$ cat src/rtl/room_state.sv
// Shared room and direction types for the adventure room FSM and its neighbours.
package room_state;

  typedef enum logic [2:0] {
    r_1 = 3'd0,  // cave (start)
    r_2 = 3'd1,  // tunnel
    r_3 = 3'd2,  // sword stash
    r_4 = 3'd3,  // river
    r_5 = 3'd4,  // dragon den
    r_6 = 3'd5,  // victory
    r_7 = 3'd6   // graveyard
  } room_state_type;

  // Values double as bit positions in the packed button vector.
  typedef enum logic [1:0] {
    DIR_N = 2'd0,
    DIR_S = 2'd1,
    DIR_E = 2'd2,
    DIR_W = 2'd3
  } dir_type;

  localparam int         NUM_DIRS = 4;
  localparam logic [7:0] MOVE_MAX = 8'd255;

endpackage

$ cat src/rtl/room_machine_dir_edge.sv
// Button rising-edge detector; emits a pulse only when exactly one direction rose.
module dir_edge
  import room_state::*;
#(
  parameter int W = NUM_DIRS
) (
  input  logic         clk,
  input  logic         reset,
  input  logic [W-1:0] btn,
  output logic [W-1:0] pulse,
  output logic         valid
);

  logic [W-1:0] hist;
  logic [W-1:0] rise;

  // History clears in reset so a button held across reset release reads as a press.
  always_ff @(posedge clk) begin
    if (!reset) hist <= '0;
    else        hist <= btn;
  end

  for (genvar i = 0; i < W; i++) begin : g_rise
    assign rise[i] = btn[i] & ~hist[i];
  end

  assign valid = $onehot(rise);
  assign pulse = valid ? rise : '0;

endmodule

$ cat src/rtl/room_machine.sv
// Room FSM with accepted-move counter; win/dead are registered decodes of the room.
module room_machine
  import room_state::*;
(
  input  logic           clk,
  input  logic           reset,
  input  logic           north,
  input  logic           south,
  input  logic           east,
  input  logic           west,
  input  logic           founded_sword,
  output room_state_type room,
  output logic           win,
  output logic           dead,
  output logic [7:0]     move_count
);

  logic [NUM_DIRS-1:0] btn;
  logic [NUM_DIRS-1:0] pulse;
  logic                valid;
  room_state_type      room_next;
  logic                move;

  assign btn = {west, east, south, north};

  dir_edge #(.W(NUM_DIRS)) u_dir_edge (
    .clk   (clk),
    .reset (reset),
    .btn   (btn),
    .pulse (pulse),
    .valid (valid)
  );

  always_ff @(posedge clk) begin
    if (!reset) begin
      room       <= r_1;
      win        <= 1'b0;
      dead       <= 1'b0;
      move_count <= '0;
    end else begin
      room <= room_next;
      win  <= (room_next == r_6);
      dead <= (room_next == r_7);
      if (move && move_count != MOVE_MAX) move_count <= move_count + 8'd1;
    end
  end

  // pulse is already gated by valid, so at most one bit can be set here.
  always_comb begin
    room_next = room;
    move      = 1'b0;
    unique case (room)
      r_1: if (pulse[DIR_E]) begin room_next = r_2; move = 1'b1; end
      r_2: begin
        if (pulse[DIR_W])      begin room_next = r_1; move = 1'b1; end
        else if (pulse[DIR_S]) begin room_next = r_4; move = 1'b1; end
      end
      r_3: if (pulse[DIR_E]) begin room_next = r_4; move = 1'b1; end
      r_4: begin
        if (pulse[DIR_N])      begin room_next = r_2; move = 1'b1; end
        else if (pulse[DIR_W]) begin room_next = r_3; move = 1'b1; end
        else if (pulse[DIR_E]) begin room_next = r_5; move = 1'b1; end
      end
      // Dragon den resolves in one cycle and is not a player move.
      r_5: room_next = founded_sword ? r_6 : r_7;
      r_6, r_7: room_next = room;
      default: room_next = r_1;
    endcase
  end

endmodule
$ cat config.mk
export PLATFORM = sky130hd
export DESIGN_NAME = room_machine
export DESIGN_NICKNAME = d
export VERILOG_FILES = /design/src/rtl/room_state.sv /design/src/rtl/room_machine_dir_edge.sv /design/src/rtl/room_machine.sv
export SDC_FILE = /design/constraint.sdc
export NUM_CORES = 1
export LEC_CHECK = 0
export ABC_AREA = 0
export CORE_MARGIN = 8
export CORE_UTILIZATION = 56
export CTS_BUF_LIST = sky130_fd_sc_hd__clkbuf_4
export DETAILED_ROUTE_END_ITERATION = 10
export PLACE_DENSITY = 0.95
export RECOVER_POWER = 50
export SYNTH_ARGS = -nofsm -noshare
export SYNTH_HDL_FRONTEND = slang
export SYNTH_HIERARCHICAL = 1
export SYNTH_SLANG_ARGS = --single-unit
$ cat constraint.sdc
create_clock -name clk -period 8.85 [get_ports clk]
set_input_delay 1.77 -clock clk [delete_from_list [all_inputs] [get_ports clk]]
set_output_delay 1.77 -clock clk [all_outputs]
set_load 0.03 [all_outputs]
==> out/results.txt, run 1 <==
Status: complete, no violations
Post-placement setup slack: 3.60 ns
Final instance area: 1170 um2
Clock latency on the worst-skew pair: 0.29 ns
Worst path slowest cell: sky130_fd_sc_hd__or4_1
Total Neg Setup Slack: 0 ns
Inserted Clock Buffers: 3
Number of fill cells: 124
Remaining routing DRC violations: 0
Post-CTS Hold Fix Bufs: 0
Slew at the pin closest to its max-slew limit: 0.524 ns
TritonCTS clock tree: built
Leak: 0.468 nW
Iteration-0 DRC count of the detailed router: 11
Final cycle utilization of the critical path: 55.6%
GRT Resource Usage Total: 13.4%
Min cycle time layout: 4.92 ns
Type of destination of the critical path: register
Headroom to the max-slew limit: 64.9%
Internal reg-to-reg setup slack: 5.59 ns
Worst min path class: register to register
Clock sink count: 17
Input/output buffers: 19
Average instance area after synthesis: 9.23 um2
Final-stage net count: 135
Part of the power in the clock network: 23.7%
Diode count: 0
Synthesized instance count: 104
Ordered list of cells on the worst path: clkdlybuf4s50_1 -> nor2b_1 -> fa_1 -> ha_1 -> ha_1 -> or3b_4 -> nor3b_2 -> or4b_4 -> o211ai_2 -> or4_1 -> a21boi_1
Largest vdd supply drop: 0.141 mV
Post CTS Setup Buffer Count: 0
Switching power: 0.0000625 W
Vias per cell: 5.93
Width of the chip: 57.4 um
Core Region: 1670 um2
Worst Path Arrival: 5.15 ns
Non-filler instance count after layout: 140
Clock slew seen by the registers of the worst setup and hold paths: 0.09 ns
Detailed Route WL: 1.98 mm
MaxCap Viol Count: 0
Setup CP Type: input port to register
Number of search-and-repair iterations in the first detailed-routing pass: 4
Initial Util: 57.5%
Placer congestion estimate: 0.829
Sequential cell area: 340 um2
Number of placement rows: 15
First-pass GRT wire length: 3.51 mm
Total power of the final layout: 0.000189 W
Maximum fanout count along the critical path: 8
Via count of the routed design: 830
Slowest Stage Delay on Critical Path: 0.51 ns
Average wire per cell in the routed design: 14.1 um
Required time reported for the critical path endpoint: 9.08 ns
Share of total power in combinational logic: 29.7%
Die Height: 57.4 um
Sw Ratio: 33.1%
Root buffer cell: sky130_fd_sc_hd__clkbuf_4
Deepest clock path buffer count: 2
Total instance count after detailed placement: 136
Number of pins exceeding their max-slew limit in the final report: 0
Commonest cells after routing, fill and taps aside: sky130_fd_sc_hd__dfxtp_1 (17), sky130_fd_sc_hd__dlygate4sd3_1 (12), sky130_fd_sc_hd__nand2_1 (8), sky130_fd_sc_hd__clkdlybuf4s50_1 (7)
Syn-to-layout area delta: 22.0%
Final setup violating endpoints: 0
Number of gates resized after CTS: 0
Commonest non-fill, non-tap cell in the layout: sky130_fd_sc_hd__dfxtp_1
Achievable Freq: 0.203 GHz
Area of the die: 3290 um2
Total gr overflow: 0
Setup repair after global routing missed its margin: no
Hold Fails Final Rpt: 0
Part of the power in registers: 46.6%
Post-Route Skew: 0.00230 ns
I/O pin total: 20
Internal power summed over all cells: 0.000126 W
Cell area power density: 161 nW/um2
Number of synthesis warnings: 6
Number of global-route vias before repair: 785
Sort of element at the start of the critical path: input port
H-tree depth reported by CTS: 1
Final Worst Setup Slack: 3.93 ns
Post-detailed-placement cell area: 1140 um2
Proportion of layout cells with a drive suffix above 1: 12.2%
Post-route antenna net violation count: 0
HPWL reported at the end of detailed placement: 1.54 mm
Syn nets: 115
Post-synthesis instance area: 960 um2
Most frequent CP cell: sky130_fd_sc_hd__ha_1
Area of combinational cells with multiple inputs: 578 um2
Largest net degree at the start of global routing: 19
Antenna violations before repair: 0
[power by group through the flow]
stage	clock (W)	sequential [W]	combinational (W)
final	0.0000447	0.0000879	0.0000561
after floorplan	0	0.0000933	0.0000396
after global placement	0	0.0000892	0.0000543
after global routing	0.0000497	0.0000890	0.0000612
after detailed placement	0	0.0000899	0.0000567
after CTS	0.0000451	0.0000881	0.0000574
[routing by layer]
layer | vias up | GRT usage, % | part of all wire (%)
li1 | 415 | - | -
met5 | - | 0 | 0
met4 | 0 | 8.57 | 2.5
met1 | 392 | 15.6 | 43
met2 | 19 | 21.9 | 50
met3 | 4 | 2.69 | 4.6
[critical path: cells and delay by family]
kind | cells | cell delay [ns]
and+or+nand+nor | 5 | 1.73
adders and majority gates | 3 | 0.88
buffers and inverters | 1 | 0.46
AOI/OAI and AO/OA | 2 | 0.30
[worst paths after layout]
kind / startpoint / end / depth (start not counted)
max: north / move_count[4] / 11
min: move_count[1] / move_count[1] / 2
max reg2reg: u_dir_edge/hist[0] / move_count[4] / 10
min reg2reg: move_count[1] / move_count[1] / 2
[cell type report]
type,instances,area share [%]
Multi-Input combinational cell,80,49.4
Sequential cell,17,29.1
Timing Repair Buffer,19,16.2
Clock buffer,4,2.56
Tap cell,17,1.82
Inverter,3,0.962
[registers in the layout (all words and copies together) (netlist names)]
| signal | cells |
|---|---|
| dead | 1 |
| move_count | 8 |
| win | 1 |
| room | 3 |
| u_dir_edge/hist | 4 |
[stage by stage]
stage	util [%]	hold WS [ns]
after floorplan	-	0.613
after global placement	68.3	0.486
after detailed placement	68.3	0.506
after CTS	70.1	0.518
after global routing	70.1	0.560
final	70.1	0.511
Power figures use the tool's default switching activity.
==> inputs of run 2 (changes only) <==
--- a/config.mk
+++ b/config.mk
@@ -7,10 +7,10 @@
 export LEC_CHECK = 0
 export ABC_AREA = 0
 export CORE_MARGIN = 8
-export CORE_UTILIZATION = 56
+export CORE_UTILIZATION = 52
 export CTS_BUF_LIST = sky130_fd_sc_hd__clkbuf_4
 export DETAILED_ROUTE_END_ITERATION = 10
-export PLACE_DENSITY = 0.95
+export PLACE_DENSITY = 0.93
 export RECOVER_POWER = 50
 export SYNTH_ARGS = -nofsm -noshare
 export SYNTH_HDL_FRONTEND = slang
==> constraint.sdc (replaced) <==
create_clock -name clk -period 4.6 [get_ports clk]
set_input_delay 0.92 -clock clk [delete_from_list [all_inputs] [get_ports clk]]
set_output_delay 0.92 -clock clk [all_outputs]
set_load 0.03 [all_outputs]
==> out/results.txt, run 2 (synthesized netlist as in run 1, its figures left out) <==
HPWL reported at the end of detailed placement: 1.54 mm (about the same)
Worst Path Arrival: 4.39 ns (was 5.15 ns)
Core Region: 1730 um2 (was 1670 um2)
Most flop-heavy register: move_count (unchanged)
Flip-flop count of the largest register after layout: 8 (unchanged)
Number of gates resized after CTS: 0 (unchanged)
Post CTS Setup Buffer Count: 0 (unchanged)
Setup repair after global routing missed its margin: no (unchanged)
Most frequent CP cell: sky130_fd_sc_hd__ha_1 (unchanged)
First-pass GRT wire length: 3.40 mm (was 3.51 mm)
Initial Util: 55.6% (was 57.5%)
Largest vdd supply drop: 0.200 mV (was 0.141 mV)
Final instance area: 1180 um2 (was 1170 um2)
Die Height: 59.0 um (was 57.4 um)
Iteration-0 DRC count of the detailed router: 22 (was 11)
Via count of the routed design: 841 (was 830)
GRT Resource Usage Total: 12.0% (was 13.4%)
Reg2Reg Depth: 10 (unchanged)
Part of the power in the clock network: 22.9% (was 23.7%)
Post-CTS Hold Fix Bufs: 0 (unchanged)
Internal power summed over all cells: 0.000243 W (was 0.000126 W)
I/O pin total: 20 (unchanged)
Detailed Route WL: 1.95 mm (was 1.98 mm)
Final Worst Setup Slack: 0.415 ns (was 3.93 ns)
Achievable Freq: 0.239 GHz
Leak: 0.467 nW (was 0.468 nW)
Post-route antenna net violation count: 0 (unchanged)
Number of fill cells: 140 (was 124)
Ordered list of cells on the worst path: clkdlybuf4s50_1 -> nor2b_1 -> fa_1 -> ha_1 -> ha_1 -> or3b_4 -> nor3b_2 -> or4b_4 -> o211ai_2 -> or4_1 -> a21boi_1 (unchanged)
Final cycle utilization of the critical path: 91.0%
Min cycle time layout: 4.19 ns
Type of destination of the critical path: register (unchanged)
Vias per cell: 5.68 (was 5.93)
Post-detailed-placement cell area: 1150 um2 (was 1140 um2)
Area of the die: 3480 um2 (was 3290 um2)
Clock slew seen by the registers of the worst setup and hold paths: 0.09 ns (about the same)
Root buffer cell: sky130_fd_sc_hd__clkbuf_4 (unchanged)
Sw Ratio: 32.5% (was 33.1%)
Syn-to-layout area delta: 23.1% (was 22.0%)
Maximum fanout count along the critical path: 8 (unchanged)
Share of total power in combinational logic: 30.0% (was 29.7%)
Post-placement setup slack: 0.141 ns (was 3.60 ns)
Clock sink count: 17 (unchanged)
Number of global-route vias before repair: 803 (was 785)
MaxCap Viol Count: 0 (unchanged)
Cell area power density: 305 nW/um2 (was 161 nW/um2)
Setup CP Type: input port to register (unchanged)
Worst path slowest cell: sky130_fd_sc_hd__or4_1 (unchanged)
Total Neg Setup Slack: 0 ns (unchanged)
Number of placement rows: 15 (unchanged)
Status: complete, no violations (unchanged)
Final-stage net count: 135 (unchanged)
Met2 capacity usage during global routing: 22.0% (was 21.9%)
Commonest non-fill, non-tap cell in the layout: sky130_fd_sc_hd__dfxtp_1 (unchanged)
Met3 track demand over resource: 3.26% (was 2.69%)
Number of search-and-repair iterations in the first detailed-routing pass: 4 (unchanged)
Slowest Stage Delay on Critical Path: 0.51 ns (about the same)
Hold Fails Final Rpt: 0 (unchanged)
Deepest clock path buffer count: 2 (unchanged)
Sort of element at the start of the critical path: input port (unchanged)
H-tree depth reported by CTS: 1 (unchanged)
Headroom to the max-slew limit: 64.6% (was 64.9%)
Worst min path class: register to register (unchanged)
Largest net degree at the start of global routing: 19 (unchanged)
Antenna violations before repair: 0 (unchanged)
Width of the chip: 59.0 um (was 57.4 um)
Post-Route Skew: 0.00246 ns (was 0.00230 ns)
Input/output buffers: 19 (unchanged)
Commonest cells after routing, fill and taps aside: sky130_fd_sc_hd__dfxtp_1 (17), sky130_fd_sc_hd__dlygate4sd3_1 (12), sky130_fd_sc_hd__nand2_1 (8), sky130_fd_sc_hd__clkdlybuf4s50_1 (7) (unchanged)
Number of pins exceeding their max-slew limit in the final report: 0 (unchanged)
Inserted Clock Buffers: 3 (unchanged)
Part of the power in registers: 47.1% (was 46.6%)
TritonCTS clock tree: built (unchanged)
Diode count: 0 (unchanged)
Proportion of layout cells with a drive suffix above 1: 12.2% (unchanged)
Required time reported for the critical path endpoint: 4.81 ns (was 9.08 ns)
Final setup violating endpoints: 0 (unchanged)
Remaining routing DRC violations: 0 (unchanged)
GR Util met1: 12.9% (was 15.6%)
Regs by FF count: move_count x8, u_dir_edge/hist x4, room x3 (unchanged)
GRT busiest layer: met2 (unchanged)
Slew at the pin closest to its max-slew limit: 0.529 ns (was 0.524 ns)
Hold path cells: 2 (unchanged)
Switching power: 0.000117 W (was 0.0000625 W)
Average wire per cell in the routed design: 13.2 um (was 14.1 um)
Placer congestion estimate: 0.832 (was 0.829)
Total gr overflow: 0 (unchanged)
Clock latency on the worst-skew pair: 0.28 ns (was 0.29 ns)
==> run 2: final timing paths <==
path / from / endpoint / slack (ns)
max: west / move_count[4] / 0.41
min: move_count[6] / move_count[6] / 0.51
max reg2reg: u_dir_edge/hist[0] / move_count[4] / 1.25
min reg2reg: move_count[6] / move_count[6] / 0.51
==> run 2: metal layers <==
metal  up-vias  share of wire (%)
li1        415                  -
met1       399                 41
met2        25                 53
met3         2                5.5
met4         0               0.62
met5         -                  0
==> run 2: layout make-up <==
cell class	count	area [um2]	share of cell area (%)
Clock buffer	4	30.0	2.54
Inverter	3	11.3	0.953
Multi-Input combinational cell	80	578	48.9
Sequential cell	17	340	28.8
Tap cell	25	31.3	2.65
Timing Repair Buffer	19	190	16.1
==> run 2: metrics by stage <==
stage               hold WS, ns  std cells  total power (W)  utilization (%)
finish                    0.507        148         0.000360             68.4
global route              0.545        148         0.000382             68.4
CTS                       0.518        148         0.000366             68.4
detailed placement        0.506        144         0.000283             66.7
global placement          0.489        144         0.000276             66.7
floorplan                 0.613        104         0.000256                -
==> run 2: critical path, delay by kind of cell <==
kind,cells,cell delay [ns]
AOI/OAI and AO/OA,2,0.33
adders and majority gates,3,0.94
buffers and inverters,1,0.50
and+or+nand+nor,5,1.71
==> run 2: power groups by stage <==
| stage | clock network, W | registers, W | logic [W] |
|---|---|---|---|
| after floorplan | 0 | 0.000179 | 0.0000762 |
| after global placement | 0 | 0.000172 | 0.000105 |
| after detailed placement | 0 | 0.000173 | 0.000110 |
| after CTS | 0.0000861 | 0.000169 | 0.000110 |
| after global routing | 0.0000921 | 0.000172 | 0.000118 |
| final | 0.0000825 | 0.000170 | 0.000108 |
